<file path="src/rtl/fifo_burst_reader_pkg.sv">
// Shared types and defaults for the FIFO burst reader: FSM state, default
// widths and the counter-width helper.
package fifo_pkg;

  localparam int RAM_WIDTH_DEF = 16;
  localparam int BURST_LEN_DEF = 8;

  typedef enum logic {
    S_DATA = 1'b0,
    S_CSUM = 1'b1
  } state_t;

  // Bits needed to count from 0 up to and including n.
  function automatic int cnt_w(input int n);
    return $clog2(n + 1);
  endfunction

endpackage

</file>
<file path="src/rtl/fifo_burst_reader_if.sv">
// Downstream valid/ready beat stream with burst framing.
interface fifo_burst_reader_if #(
  parameter int W = 16
);
  logic         m_valid;
  logic [W-1:0] m_data;
  logic         m_last;
  logic         m_ready;

  modport master (output m_valid, output m_data, output m_last, input m_ready);
  modport slave  (input m_valid, input m_data, input m_last, output m_ready);
endinterface

</file>
<file path="src/rtl/fifo_burst_reader_skid_buf2.sv">
// Two-entry output buffer with push/pop/count; holds words returned by the FIFO
// until downstream accepts them.
module fifo_skid_buf2 #(
  parameter int W = 16
) (
  input  logic         clk,
  input  logic         rst_n,
  input  logic         push,
  input  logic [W-1:0] push_data,
  input  logic         pop,
  output logic [W-1:0] head,
  output logic [1:0]   count
);

  logic [W-1:0] mem_q [2];
  logic [W-1:0] mem_d [2];
  logic         wr_ptr_q, wr_ptr_d;
  logic         rd_ptr_q, rd_ptr_d;
  logic [1:0]   count_q, count_d;

  always_comb begin
    mem_d    = mem_q;
    if (push) mem_d[wr_ptr_q] = push_data;
    wr_ptr_d = wr_ptr_q ^ push;
    rd_ptr_d = rd_ptr_q ^ pop;
    count_d  = count_q + {1'b0, push} - {1'b0, pop};
  end

  always_ff @(posedge clk or negedge rst_n) begin
    if (!rst_n) begin
      for (int i = 0; i < 2; i++) mem_q[i] <= '0;
      wr_ptr_q <= 1'b0;
      rd_ptr_q <= 1'b0;
      count_q  <= 2'd0;
    end else begin
      // The credit logic upstream must make both of these impossible.
      assert (!(push && !pop && count_q == 2'd2));
      assert (!(pop && count_q == 2'd0));
      mem_q    <= mem_d;
      wr_ptr_q <= wr_ptr_d;
      rd_ptr_q <= rd_ptr_d;
      count_q  <= count_d;
    end
  end

  assign head  = mem_q[rd_ptr_q];
  assign count = count_q;

endmodule

</file>
<file path="src/rtl/fifo_burst_reader.sv">
// Read-side drain stage: pulls FIFO words into BURST_LEN-beat bursts with m_last.
// Define FIFO_BURST_CSUM_EN to close every burst with an extra checksum beat.
module fifo_burst_reader
  import fifo_pkg::*;
#(
  parameter int RAM_WIDTH = RAM_WIDTH_DEF,
  parameter int BURST_LEN = BURST_LEN_DEF
) (
  input  logic                 read_clk,
  input  logic                 rst_n,
  input  logic                 fifo_empty,
  input  logic [RAM_WIDTH-1:0] read_data,
  output logic                 read_en,
  output logic                 busy,
  fifo_burst_reader_if.master  m
);

  localparam int CW = cnt_w(BURST_LEN);
  localparam logic [CW-1:0] LEN  = CW'(BURST_LEN);
  localparam logic [CW-1:0] LAST = CW'(BURST_LEN - 1);

  state_t               state_q, state_d;
  logic                 inflight_q, inflight_d;
  logic [CW-1:0]        issued_q, issued_d;
  logic [CW-1:0]        beat_cnt_q, beat_cnt_d;
  logic [1:0]           buf_cnt;
  logic [1:0]           used;
  logic [RAM_WIDTH-1:0] buf_head;
  logic                 in_csum;
  logic                 pop;
  logic                 last_data;

  fifo_skid_buf2 #(.W(RAM_WIDTH)) u_buf (
    .clk       (read_clk),
    .rst_n     (rst_n),
    .push      (inflight_q),
    .push_data (read_data),
    .pop       (pop),
    .head      (buf_head),
    .count     (buf_cnt)
  );

  assign in_csum   = (state_q == S_CSUM);
  assign pop       = !in_csum && (buf_cnt != 2'd0) && m.m_ready;
  assign last_data = pop && (beat_cnt_q == LAST);

  // A slot freed by this cycle's pop counts as credit so a steady stream runs at
  // one beat per cycle; a full buffer never issues, whatever the pop.
  assign used    = buf_cnt + {1'b0, inflight_q} - {1'b0, pop};
  assign read_en = rst_n && !fifo_empty && (state_q == S_DATA) && (issued_q < LEN)
                 && (buf_cnt != 2'd2) && (used < 2'd2);

  // A partially issued burst keeps busy high even while the FIFO runs dry.
  assign busy = (buf_cnt != 2'd0) || inflight_q || in_csum || (issued_q != '0);

`ifdef FIFO_BURST_CSUM_EN
  logic [RAM_WIDTH-1:0] sum_q, sum_d;

  assign m.m_valid = in_csum || (buf_cnt != 2'd0);
  assign m.m_data  = in_csum ? sum_q : buf_head;
  assign m.m_last  = in_csum;

  always_comb begin
    state_d    = state_q;
    inflight_d = read_en;
    issued_d   = issued_q + (read_en ? CW'(1) : CW'(0));
    beat_cnt_d = beat_cnt_q + (pop ? CW'(1) : CW'(0));
    sum_d      = pop ? sum_q + buf_head : sum_q;
    if (last_data) state_d = S_CSUM;
    if (in_csum && m.m_ready) begin
      state_d    = S_DATA;
      issued_d   = '0;
      beat_cnt_d = '0;
      sum_d      = '0;
    end
  end
`else
  assign m.m_valid = (buf_cnt != 2'd0);
  assign m.m_data  = buf_head;
  assign m.m_last  = (buf_cnt != 2'd0) && (beat_cnt_q == LAST);

  always_comb begin
    state_d    = state_q;
    inflight_d = read_en;
    issued_d   = issued_q + (read_en ? CW'(1) : CW'(0));
    beat_cnt_d = beat_cnt_q + (pop ? CW'(1) : CW'(0));
    if (last_data) begin
      issued_d   = '0;
      beat_cnt_d = '0;
    end
  end
`endif

  always_ff @(posedge read_clk or negedge rst_n) begin
    if (!rst_n) begin
      state_q    <= S_DATA;
      inflight_q <= 1'b0;
      issued_q   <= '0;
      beat_cnt_q <= '0;
`ifdef FIFO_BURST_CSUM_EN
      sum_q      <= '0;
`endif
    end else begin
      state_q    <= state_d;
      inflight_q <= inflight_d;
      issued_q   <= issued_d;
      beat_cnt_q <= beat_cnt_d;
`ifdef FIFO_BURST_CSUM_EN
      sum_q      <= sum_d;
`endif
    end
  end

endmodule

</file>
<file path="src/flat_wrapper.sv">
// flat-port wrapper written by rule: the top's interface ports become plain ports
module fifo_burst_reader_flat import fifo_pkg::*;
#(
  parameter int RAM_WIDTH = RAM_WIDTH_DEF,
  parameter int BURST_LEN = BURST_LEN_DEF
)
  (read_clk, rst_n, fifo_empty, read_data, read_en, busy, m_m_valid, m_m_data, m_m_last, m_m_ready);
  fifo_burst_reader_if #(.W((16))) m_i ();
  input  logic read_clk;
  input  logic rst_n;
  input  logic fifo_empty;
  input  logic [RAM_WIDTH-1:0] read_data;
  output logic read_en;
  output logic busy;
  output wire logic [$bits(m_i.m_valid)-1:0] m_m_valid;
  output wire logic [$bits(m_i.m_data)-1:0] m_m_data;
  output wire logic [$bits(m_i.m_last)-1:0] m_m_last;
  input wire logic [$bits(m_i.m_ready)-1:0] m_m_ready;
  assign m_m_valid = m_i.m_valid;
  assign m_m_data = m_i.m_data;
  assign m_m_last = m_i.m_last;
  assign m_i.m_ready = m_m_ready;
  fifo_burst_reader #(.RAM_WIDTH(RAM_WIDTH), .BURST_LEN(BURST_LEN)) u_core (.read_clk(read_clk), .rst_n(rst_n), .fifo_empty(fifo_empty), .read_data(read_data), .read_en(read_en), .busy(busy), .m(m_i));
endmodule
</file>
<file path="config.mk">
export PLATFORM = sky130hd
export DESIGN_NAME = fifo_burst_reader_flat
export DESIGN_NICKNAME = d
export VERILOG_FILES = /design/src/rtl/fifo_burst_reader_pkg.sv /design/src/rtl/fifo_burst_reader_if.sv /design/src/rtl/fifo_burst_reader_skid_buf2.sv /design/src/rtl/fifo_burst_reader.sv /design/src/flat_wrapper.sv
export SDC_FILE = /design/constraint.sdc
export NUM_CORES = 1
export LEC_CHECK = 0
export CORE_UTILIZATION = 60
export CTS_CLUSTER_DIAMETER = 120
export CTS_CLUSTER_SIZE = 28
export DETAILED_ROUTE_END_ITERATION = 6
export DONT_BUFFER_PORTS = 1
export GPL_ROUTABILITY_DRIVEN = 1
export HOLD_SLACK_MARGIN = 0.06
export PLACE_DENSITY_LB_ADDON = 0.08
export SYNTH_ARGS = -nofsm -noshare
export SYNTH_HDL_FRONTEND = slang
export SYNTH_SLANG_ARGS = --single-unit
</file>
<file path="constraint.sdc">
create_clock -name read_clk -period 5.1 [get_ports read_clk]
set_input_delay 0.255 -clock read_clk [delete_from_list [all_inputs] [get_ports read_clk]]
set_output_delay 0.255 -clock read_clk [all_outputs]
set_load 0.03 [all_outputs]
</file>
* Yosys cells after proc, flatten, opt, wreduce, memory -nomap -nowiden
Cells that the tools add are included.
** Storage, ports and cells
- Flip-flop bits (word level) :: 45
- Bits of input ports :: 20
- Output and inout port bits :: 20
- Logic and storage cells :: 46
** Cells by class
- Add/sub/neg operators :: 4
- Order comparisons :: 5
- Eq/ne operators :: 2
- Multiplexer cells :: 10
- Bitwise gates (word level) :: 4
- Reductions and logical operators :: 13
** Operator list (count)
- two-way mux 16 bit :: 4
- bitwise mux 32 bit :: 1
- demux 16 bit (select 1 bit) :: 1
- adder 4 bit :: 2
- logical AND 1 bit :: 8
- two-way mux 4 bit :: 2
- == test 4 x 3 -> 1 bit (second input constant) :: 1
- greater-or-equal comparator 2 bit (second input constant) :: 2
- less-than comparator 4 bit (second input constant) :: 1
- inverter 1 -> 2 bit :: 2
- nonzero test 4 bit :: 1
- adder 2 x 1 -> 2 bit :: 1
- logical OR 1 bit :: 2
- less-than comparator 2 x 1 -> 1 bit (second input constant) :: 1
- less-than comparator 2 bit (second input constant) :: 1
- two-way mux 1 bit :: 2
- inequality test 2 bit (second input constant) :: 1
- nonzero test 2 bit :: 1
- subtractor 2 x 1 -> 2 bit :: 1
- bitwise XOR 1 bit :: 2
- zero test 1 bit :: 1

* Depth between registers and ports, before layout
Gate-level depths: netlist of run 1.
- Depth in word-level cells :: 8
- Gate-level depth with buffers :: 12
- Mapped depth without buffers :: 12

* By module
From an unflattened synthesis of run 1, not the netlist that was laid out.
** Second synthesis, totals
- Cell total of the unflattened synthesis :: 140
- Area, all modules :: 2198.4 um^2
** By module, submodules not included
- fifo_skid_buf2 :: instances 1, cells an instance 100, area each 1741.7 um^2, sequential area each 900.9 um^2
- fifo_burst_reader :: instances 1, cells an instance 40, area each 456.7 um^2, sequential area each 225.2 um^2

* Least setup slack after synthesis of run 1
Ideal clock, no wire load.
- Kind :: register to register
- Start point :: reg u_core.u_buf.count_q[1] (netlist: u_core.u_buf.count[1])
- End point :: reg u_core.issued_q[1]
- Setup time :: 0.119 ns
- Arrival time :: 2.695 ns
- Slack :: 2.286 ns
- Stages on the path, launching flop included :: 12
- Path buffers :: 0
- Period minus slack after synthesis :: 2.814 ns
- Cell sequence :: dfrtp_1 -> nor2_2 -> inv_1 -> nand2_1 -> xnor2_1 -> ha_1 -> and4b_1 -> a21oi_1 -> a21oi_1 -> ha_1 -> ha_1 -> and2_1
** On the way
- Cells in the longest elaborated chain, start to end :: 8
- Elaborated cells on any way between the ends :: 12
** RTL lines
- from (decl) :: line fifo_burst_reader_skid_buf2.sv:19 : logic [1:0] count_q, count_d;
- from (signal assigned) :: line fifo_burst_reader_skid_buf2.sv:42 : count_q <= count_d;
- nonzero test 2 bit
- named net m_m_valid :: line flat_wrapper.sv:15 : output wire logic [$bits(m_i.m_valid)-1:0] m_m_valid;
- logical AND 1 bit :: line fifo_burst_reader.sv:44 : assign pop = !in_csum && (buf_cnt != 2'd0) && m.m_ready;
- subtractor 2 x 1 -> 2 bit :: line fifo_burst_reader.sv:49 : assign used = buf_cnt + {1'b0, inflight_q} - {1'b0, pop};
- less-than comparator 2 bit :: line fifo_burst_reader.sv:51 : && (buf_cnt != 2'd2) && (used < 2'd2);
- logical AND 1 bit :: line fifo_burst_reader.sv:51
- named net read_en :: line flat_wrapper.sv:13 : output logic read_en;
- two-way mux 1 bit :: line fifo_burst_reader.sv:85 : issued_d = issued_q + (read_en ? CW'(1) : CW'(0));
- adder 4 bit :: line fifo_burst_reader.sv:85
- two-way mux 4 bit :: line fifo_burst_reader.sv:87 : if (last_data) begin
- named net u_core.issued_d[1] :: line fifo_burst_reader.sv:24 : logic [CW-1:0] issued_q, issued_d;
- to (signal assigned) :: line fifo_burst_reader.sv:106 : issued_q <= issued_d;
- to (decl) :: line fifo_burst_reader.sv:24
The timed path passes the listed nets, and every way through them passes these cells.
A chain may end at the register's enable or synchronous reset.

* Worst setup path after layout of run 1
Same ends and word-level chain as after synthesis.

==> results of run 1 <==
where the power goes:
group	internal (mW)	switching, mW
combinational	0.294	0.395
sequential	0.533	0.131
clock	0.0479	0.100
total	0.875	0.626
metrics by stage:
stage          std cells  hold slack, ns  util (%)  power, mW
5_1_grt              209          0.1289     72.66      1.592
2_1_floorplan        147        -0.04059         -      1.258
3_5_place_dp         185        -0.03939     65.28      1.341
3_3_place_gp         185        -0.03978     65.28      1.304
6_report             209          0.1366     72.66      1.501
4_1_cts              209          0.1275     72.66      1.512
worst paths after layout:
check | to | depth (start not counted)
max in group asynchronous | u_core.issued_q[2] | 2
worst min-delay path | u_core.u_buf.rd_ptr_q | 2
worst max-delay path | u_core.issued_q[1] | 11
min in group asynchronous | u_core.u_buf.mem_q[6] | 2
worst min register to register | u_core.u_buf.mem_q[11] | 1
worst max register to register | u_core.issued_q[1] | 11
critical path: stages, from the launching register on:
cell     delay (ns)
dfrtp_1        0.45
nor2_2         0.19
inv_1          0.18
nand2_1        0.19
xnor2_1        0.15
ha_1           0.26
and4b_1        0.22
a21oi_1        0.04
a21oi_1        0.63
ha_1           0.31
ha_1           0.23
and2_1         0.13
final cells by class:
cell class	count	area (um2)	area share (%)
tap	44	55.05	2.403
timing repair buffer	18	190.2	8.301
clock buffer	5	37.54	1.638
sequential	45	1126	49.15
clock inverter	1	5.005	0.2185
multi-input combinational	92	862.1	37.63
inverter	4	15.01	0.6554
timing repair:
| action | in CTS | in global routing |
|---|---|---|
| hold buffers | 18 | 0 |
| endpoints found under the setup margin | 0 | 0 |
| hold endpoints to repair | 77 | 0 |
sequential cells by signal (all words and copies together) (netlist names):
signal,count
u_core.issued_q,4
u_core.u_buf.rd_ptr_q,1
u_core.u_buf.wr_ptr_q,1
u_core.u_buf.mem_q,32
u_core.beat_cnt_q,4
u_core.inflight_q,1
u_core.u_buf.count,2
layer usage:
metal	wire length, um	track usage, %	vias to the layer above
met1	1536	26.34	597
li1	-	-	547
met4	53	7.792	0
met3	213	7.249	6
met2	1770	37.99	30
met5	0	0	-
kinds of logic after synthesis:
kind of cell,count (synthesis),share of synthesized area [%]
mux,49,26.83
flops,45,54.88
simple gates,26,7.012
buf+inv,10,3.109
xor+xnor,8,3.414
fa+ha+maj,7,4.268
compound gates,2,0.4878
cells in the mapped netlist:
cell type,number
xor2_1,4
dfrtp_1,45
buf_2,3
nand2_1,4
nand3_1,4
and2_2,1
mux2_2,48
buf_6,3
and2_1,4
and4b_1,1
nor2_2,2
inv_1,4
ha_1,7
xnor2_1,4
nor2_1,7
nor2b_4,1
mux2i_1,1
nand4b_1,1
nor3_1,1
a21oi_1,2
cells in the final DEF (no fill, tap or decap), types with 4 or more instances in the layout:
cell and instances:
xor2_1 4, clkbuf_4 5, dlygate4sd3_1 17, dfrtp_1 45
ha_1 7, mux2_2 48, inv_1 4, nor2_1 7
nand3_1 4, xnor2_1 4, and2_1 4, nand2_1 4
==> summary.md, run 1 <==
| Metric | Value |
|---|---|
| Later-pin clock latency in the skew report | 0.35 ns |
| GRT overflow | 0 |
| Sequential share of the synthesized area | approximately 55% |
| Syn-to-layout area delta | 11.65% |
| GP Congestion | around 0.8 |
| Final-report max-slew violation count | 0 |
| Nets | slightly below 200 |
| Period minus WS final | between 3 and 4 ns |
| CP Capture Type | flop |
| Hold Path Origin | m_m_ready |
| Via-to-Cell Ratio | 5.646 |
| Run status | completed |
| #FFs+latches synth | 45 |
| Slew margin rel. | 46.19% |
| HP Class | in -> reg |
| Via count | roughly 1200 |
| Die ar. | between 3000 and 4000 um2 |
| Leakage | 1.019 nW |
| Largest area contributor in the netlist | dfrtp_1 |
| Final WS setup | just over 2 ns |
| Library cells used by synthesis | 20 |
| Share of layout cells above drive strength 1 | a little over a third |
| CTS root buf | clkbuf_4 |
| Vias in the first global route | between 1000 and 1500 |
| IO buf count | 0 |
| Setup tns final | 0 ns |
| Die Wd | between 60 and 70 um |
| Routed len/inst | 17.10 um |
| CP Class | reg -> reg |
| Synth Instances | between 100 and 150 |
| CTS tree | yes |
| Top cell type's share of synthesized area | between 50% and 60% |
| TritonRoute pass-1 iters | 3 |
| Initial DRC Count | 36 |
| CP startpoint | u_core.u_buf.count[1] |
| Syn Std Cell Area | roughly 2100 um2 |
| Core ar. | roughly 3200 um2 |
| Remaining antenna violation count after routing | 0 |
| Die height | about 60 um |
| Setup violations, final | 0 |
| Count of final hold-check violations | 0 |
| Detail Placement HPWL | 2283 um |
| Final WL | around 3600 um |
| Largest net degree at the start of global routing | 46 |
| Sink Count | 45 |
| N_diodes | 0 |
| Reg2reg start | u_core.u_buf.count[1] |
| Area contributors post-synth | dfrtp_1 (55%), mux2_2 (26%), ha_1 (4.3%) |
| R2R setup slack | just over 2 ns |
| CTS H-tree lvls | 2 |
| Rows | 20 |
| Cell area after layout | 2291 um2 |
| # IOs | 40 |
| DRC Markers | 0 |
| Peak VDD IR | 0.3650 mV |
| Crit path required time | 5.34 ns |
| TritonCTS buffer count | 5 |
| Actual slew at the worst max-slew pin | roughly 0.8 ns |
| Fmax | 324.3 MHz |
| PwrDens | approximately 660 nW/um2 |
| Post-Place Setup Slack | between 2 and 2.5 ns |
| First-pass GRT wire length | ~5700 um |
| Starting Density | between 60% and 70% |
| DP Area | 2058 um2 |
| Post-synth net total | ~170 |
| Total GRT Usage | 22.20% |
| Startpoint types | flop |
| Syn. warnings | 0 |
| Deepest clock path buffer count | 2 |
| RSZ-0062 raised after global routing | no |
| Clk slew on worst S/H paths | about 0.11 ns |
| Worst path arrival time | 3.33 ns |
| Max cap viols | 0 |
| Post-CTS sizing | 0 |
| Fillers | 222 |
| Post-CTS Setup Repair Bufs | 0 |
| Syn avg cell area | between 10 and 15 um2 |
| Period utilization | 60.45% |
| Initial antenna violation count | 0 |
| Layout Skew | 0.005752 ns |
| CP max FO | 5 |
No activity file was read; power rests on OpenSTA's default activity.
==> inputs of run 2 (changes only) <==
--- a/config.mk
+++ b/config.mk
@@ -5,7 +5,7 @@
 export SDC_FILE = /design/constraint.sdc
 export NUM_CORES = 1
 export LEC_CHECK = 0
-export CORE_UTILIZATION = 60
+export CORE_UTILIZATION = 56
 export CTS_CLUSTER_DIAMETER = 120
 export CTS_CLUSTER_SIZE = 28
 export DETAILED_ROUTE_END_ITERATION = 6
==> constraint.sdc (replaced) <==
create_clock -name read_clk -period 2.55 [get_ports read_clk]
set_input_delay 0.1275 -clock read_clk [delete_from_list [all_inputs] [get_ports read_clk]]
set_output_delay 0.1275 -clock read_clk [all_outputs]
set_load 0.03 [all_outputs]
==> run 2 against run 1 <==
Final cell count grew 6.2%; clock-buffer cell count grew 2; global-route usage shrank 1.9 points; largest power group unchanged; critical path type unchanged.
==> summary.md, run 2 (synthesis results as in run 1) <==
| Metric | Value |
|---|---|
| Run status | completed (unchanged) |
| Final WS setup | 0.09217 ns (was 2.017 ns) |
| Largest register by flop count | u_core.u_buf.mem_q (unchanged) |
| TritonCTS buffer count | 5 (unchanged) |
| Initial antenna violation count | 0 (unchanged) |
| Startpoint types | flop (unchanged) |
| Routed len/inst | 16.21 um (was 17.10 um) |
| CP max FO | 4 (was 5) |
| CTS root buf | clkbuf_4 (unchanged) |
| TritonRoute pass-1 iters | 4 (was 3) |
| Core ar. | 3416 um2 (was 3153 um2) |
| Total GRT Usage | 20.29% (was 22.20%) |
| Period utilization | 96.39% (was 60.45%) |
| Clock power frac | 10.5% (was 9.9%) |
| Peak VDD IR | 0.7591 mV (was 0.3650 mV) |
| Clk slew on worst S/H paths | 0.12 ns (was 0.11 ns) |
| Reg power frac | 42.4% (was 44.2%) |
| Starting Density | 60.07% (was 65.08%) |
| Most common cell after layout, fill and taps aside | mux2_2 (unchanged) |
| Die ar. | 3910 um2 (was 3658 um2) |
| Die Wd | 62.53 um (was 60.48 um) |
| Nets | 203 (was 193) |
| Syn-to-layout area delta | 18.41% (was 11.65%) |
| Worst hold margin | 0.1721 ns (was 0.1366 ns) |
| Final-report max-slew violation count | 0 (unchanged) |
| N_diodes | 0 (unchanged) |
| Logic pwr share | 47.2% (was 45.9%) |
| DRC Markers | 0 (unchanged) |
| Remaining antenna violation count after routing | 0 (unchanged) |
| Actual slew at the worst max-slew pin | 0.8230 ns (was 0.8072 ns) |
| CTS H-tree lvls | 2 (unchanged) |
| Period minus WS final | 2.458 ns (was 3.083 ns) |
| Psw | 1.292 mW (was 0.6261 mW) |
| Detail Placement HPWL | 2281 um (was 2283 um) |
| Sink Count | 45 (unchanged) |
| Most frequent cells in the layout | mux2_2 (48), dfrtp_1 (43), dlygate4sd3_1 (19), buf_4 (8), nor2_1 (7) (was mux2_2 (48), dfrtp_1 (45), dlygate4sd3_1 (17), nor2_1 (7), ha_1 (7)) |
| Cell Int Power | 1.869 mW (was 0.8752 mW) |
| Non-filler cells, final | 222 (was 209) |
| IO buf count | 0 (unchanged) |
| Core Util, Final | 71.14% (was 72.66%) |
| GRT overflow | 0 (unchanged) |
| CP Class | reg -> reg (unchanged) |
| HP Class | in -> reg (unchanged) |
| PwrDens | 1301 nW/um2 (was 655.3 nW/um2) |
| CP Capture Type | flop (unchanged) |
| GP Congestion | 0.7768 (was 0.7929) |
| Rows | 21 (was 20) |
| Largest net degree at the start of global routing | 47 (was 46) |
| Largest regs | u_core.u_buf.mem_q x32, u_core.beat_cnt_q x4, u_core.issued_q x4 (unchanged) |
| Vias in the first global route | 1334 (was 1232) |
| Deepest clock path buffer count | 2 (unchanged) |
| Via count | 1189 (was 1180) |
| Setup tns final | 0 ns (unchanged) |
| Initial DRC Count | 42 (was 36) |
| Share of layout cells above drive strength 1 | 42.61% (was 35.76%) |
| Fmax | 406.9 MHz (was 324.3 MHz) |
| Dpl cells | 190 (was 185) |
| Count of final hold-check violations | 0 (unchanged) |
| Crit path required time | 2.80 ns (was 5.34 ns) |
| Via-to-Cell Ratio | 5.356 (was 5.646) |
| Post-Place Setup Slack | 0.03808 ns (was 2.017 ns) |
| Final WL | 3598 um (was 3574 um) |
| # IOs | 40 (unchanged) |
| Largest register FFs | 32 (unchanged) |
| First-pass GRT wire length | 6030 um (was 5651 um) |
| CTS tree | yes (unchanged) |
| Die height | 62.53 um (was 60.48 um) |
| Setup violations, final | 0 (unchanged) |
| Max cap viols | 0 (unchanged) |
| Slew margin rel. | 45.13% (was 46.19%) |
| Worst path arrival time | 2.71 ns (was 3.33 ns) |
| Later-pin clock latency in the skew report | 0.34 ns (was 0.35 ns) |
| Switching Share | 40.86% (was 41.70%) |
| Layout Skew | 0.01034 ns (was 0.005752 ns) |
| Leakage | 1.074 nW (was 1.019 nW) |
[run 2: changes by cell type in the layout (fill, tap and decap cells not counted), sizes merged]
cell	before	now
buf	1	9
clkinv	1	0
dlygate4sd3	17	19
clkbuf	5	7
[run 2: through the flow]
step	power (mW)	instance area, um2
finish	3.161	2430
detailed placement	2.719	2095
CTS	3.102	2367
global route	3.371	2430
global placement	2.651	2095
floorplan	2.530	2063
[run 2: layout make-up]
cell class / instances / area [um2]
timing repair buffer: 28 / 277.8
tap: 46 / 57.56
fill: 242 / 985.9
multi-input combinational: 92 / 895.9
sequential: 45 / 1129
clock buffer: 7 / 55.05
inverter: 4 / 15.01
[run 2: worst max-delay path, cell delays in order, from the launching register on]
cell	delay (ns)
dfrtp_2	0.47
nor2_4	0.14
inv_1	0.08
nand2_2	0.10
xnor2_2	0.12
ha_2	0.23
xor2_1	0.15
nand3_1	0.14
a21oi_4	0.32
ha_2	0.24
ha_2	0.26
and2_1	0.13
[run 2: routing by layer]
| metal | global-route usage [%] | share of wire [%] | routed length [um] |
|---|---|---|---|
| met2 | 34.38 | 50 | 1806 |
| met5 | 0 | 0 | 0 |
| met1 | 25.06 | 45 | 1603 |
| met4 | 9.593 | 1.5 | 53 |
| met3 | 3.650 | 3.7 | 134 |
[run 2: final timing paths]
kind / start / endpoint / slack [ns] / depth (start not counted)
max in group asynchronous: rst_n / u_core.u_buf.count[1] / 2.06 / 2
min reg2reg: u_core.u_buf.mem_q[23] / u_core.u_buf.mem_q[23] / 0.51 / 1
min: m_m_ready / u_core.u_buf.count[1] / 0.17 / 3
min in group asynchronous: rst_n / u_core.u_buf.mem_q[7] / 0.28 / 2
max reg2reg: u_core.u_buf.count[0] / u_core.issued_q[1] / 0.09 / 11
max: u_core.u_buf.count[0] / u_core.issued_q[1] / 0.09 / 11
[run 2: power groups by stage]
stage          Clock, mW  Sequential, mW  Combinational, mW
2_1_floorplan          0            1.23               1.30
3_3_place_gp           0            1.32               1.34
3_5_place_dp           0            1.35               1.37
4_1_cts            0.349            1.33               1.42
5_1_grt            0.374            1.39               1.60
6_report           0.331            1.34               1.49
[run 2: what timing repair did]
item / 4_1_cts / 5_1_grt
buffers inserted: 0 / 5
resized for setup: 0 / 8
hold buffers: 20 / 0
endpoints found under the setup margin: 0 / 3
endpoints found under the hold margin: 87 / 0
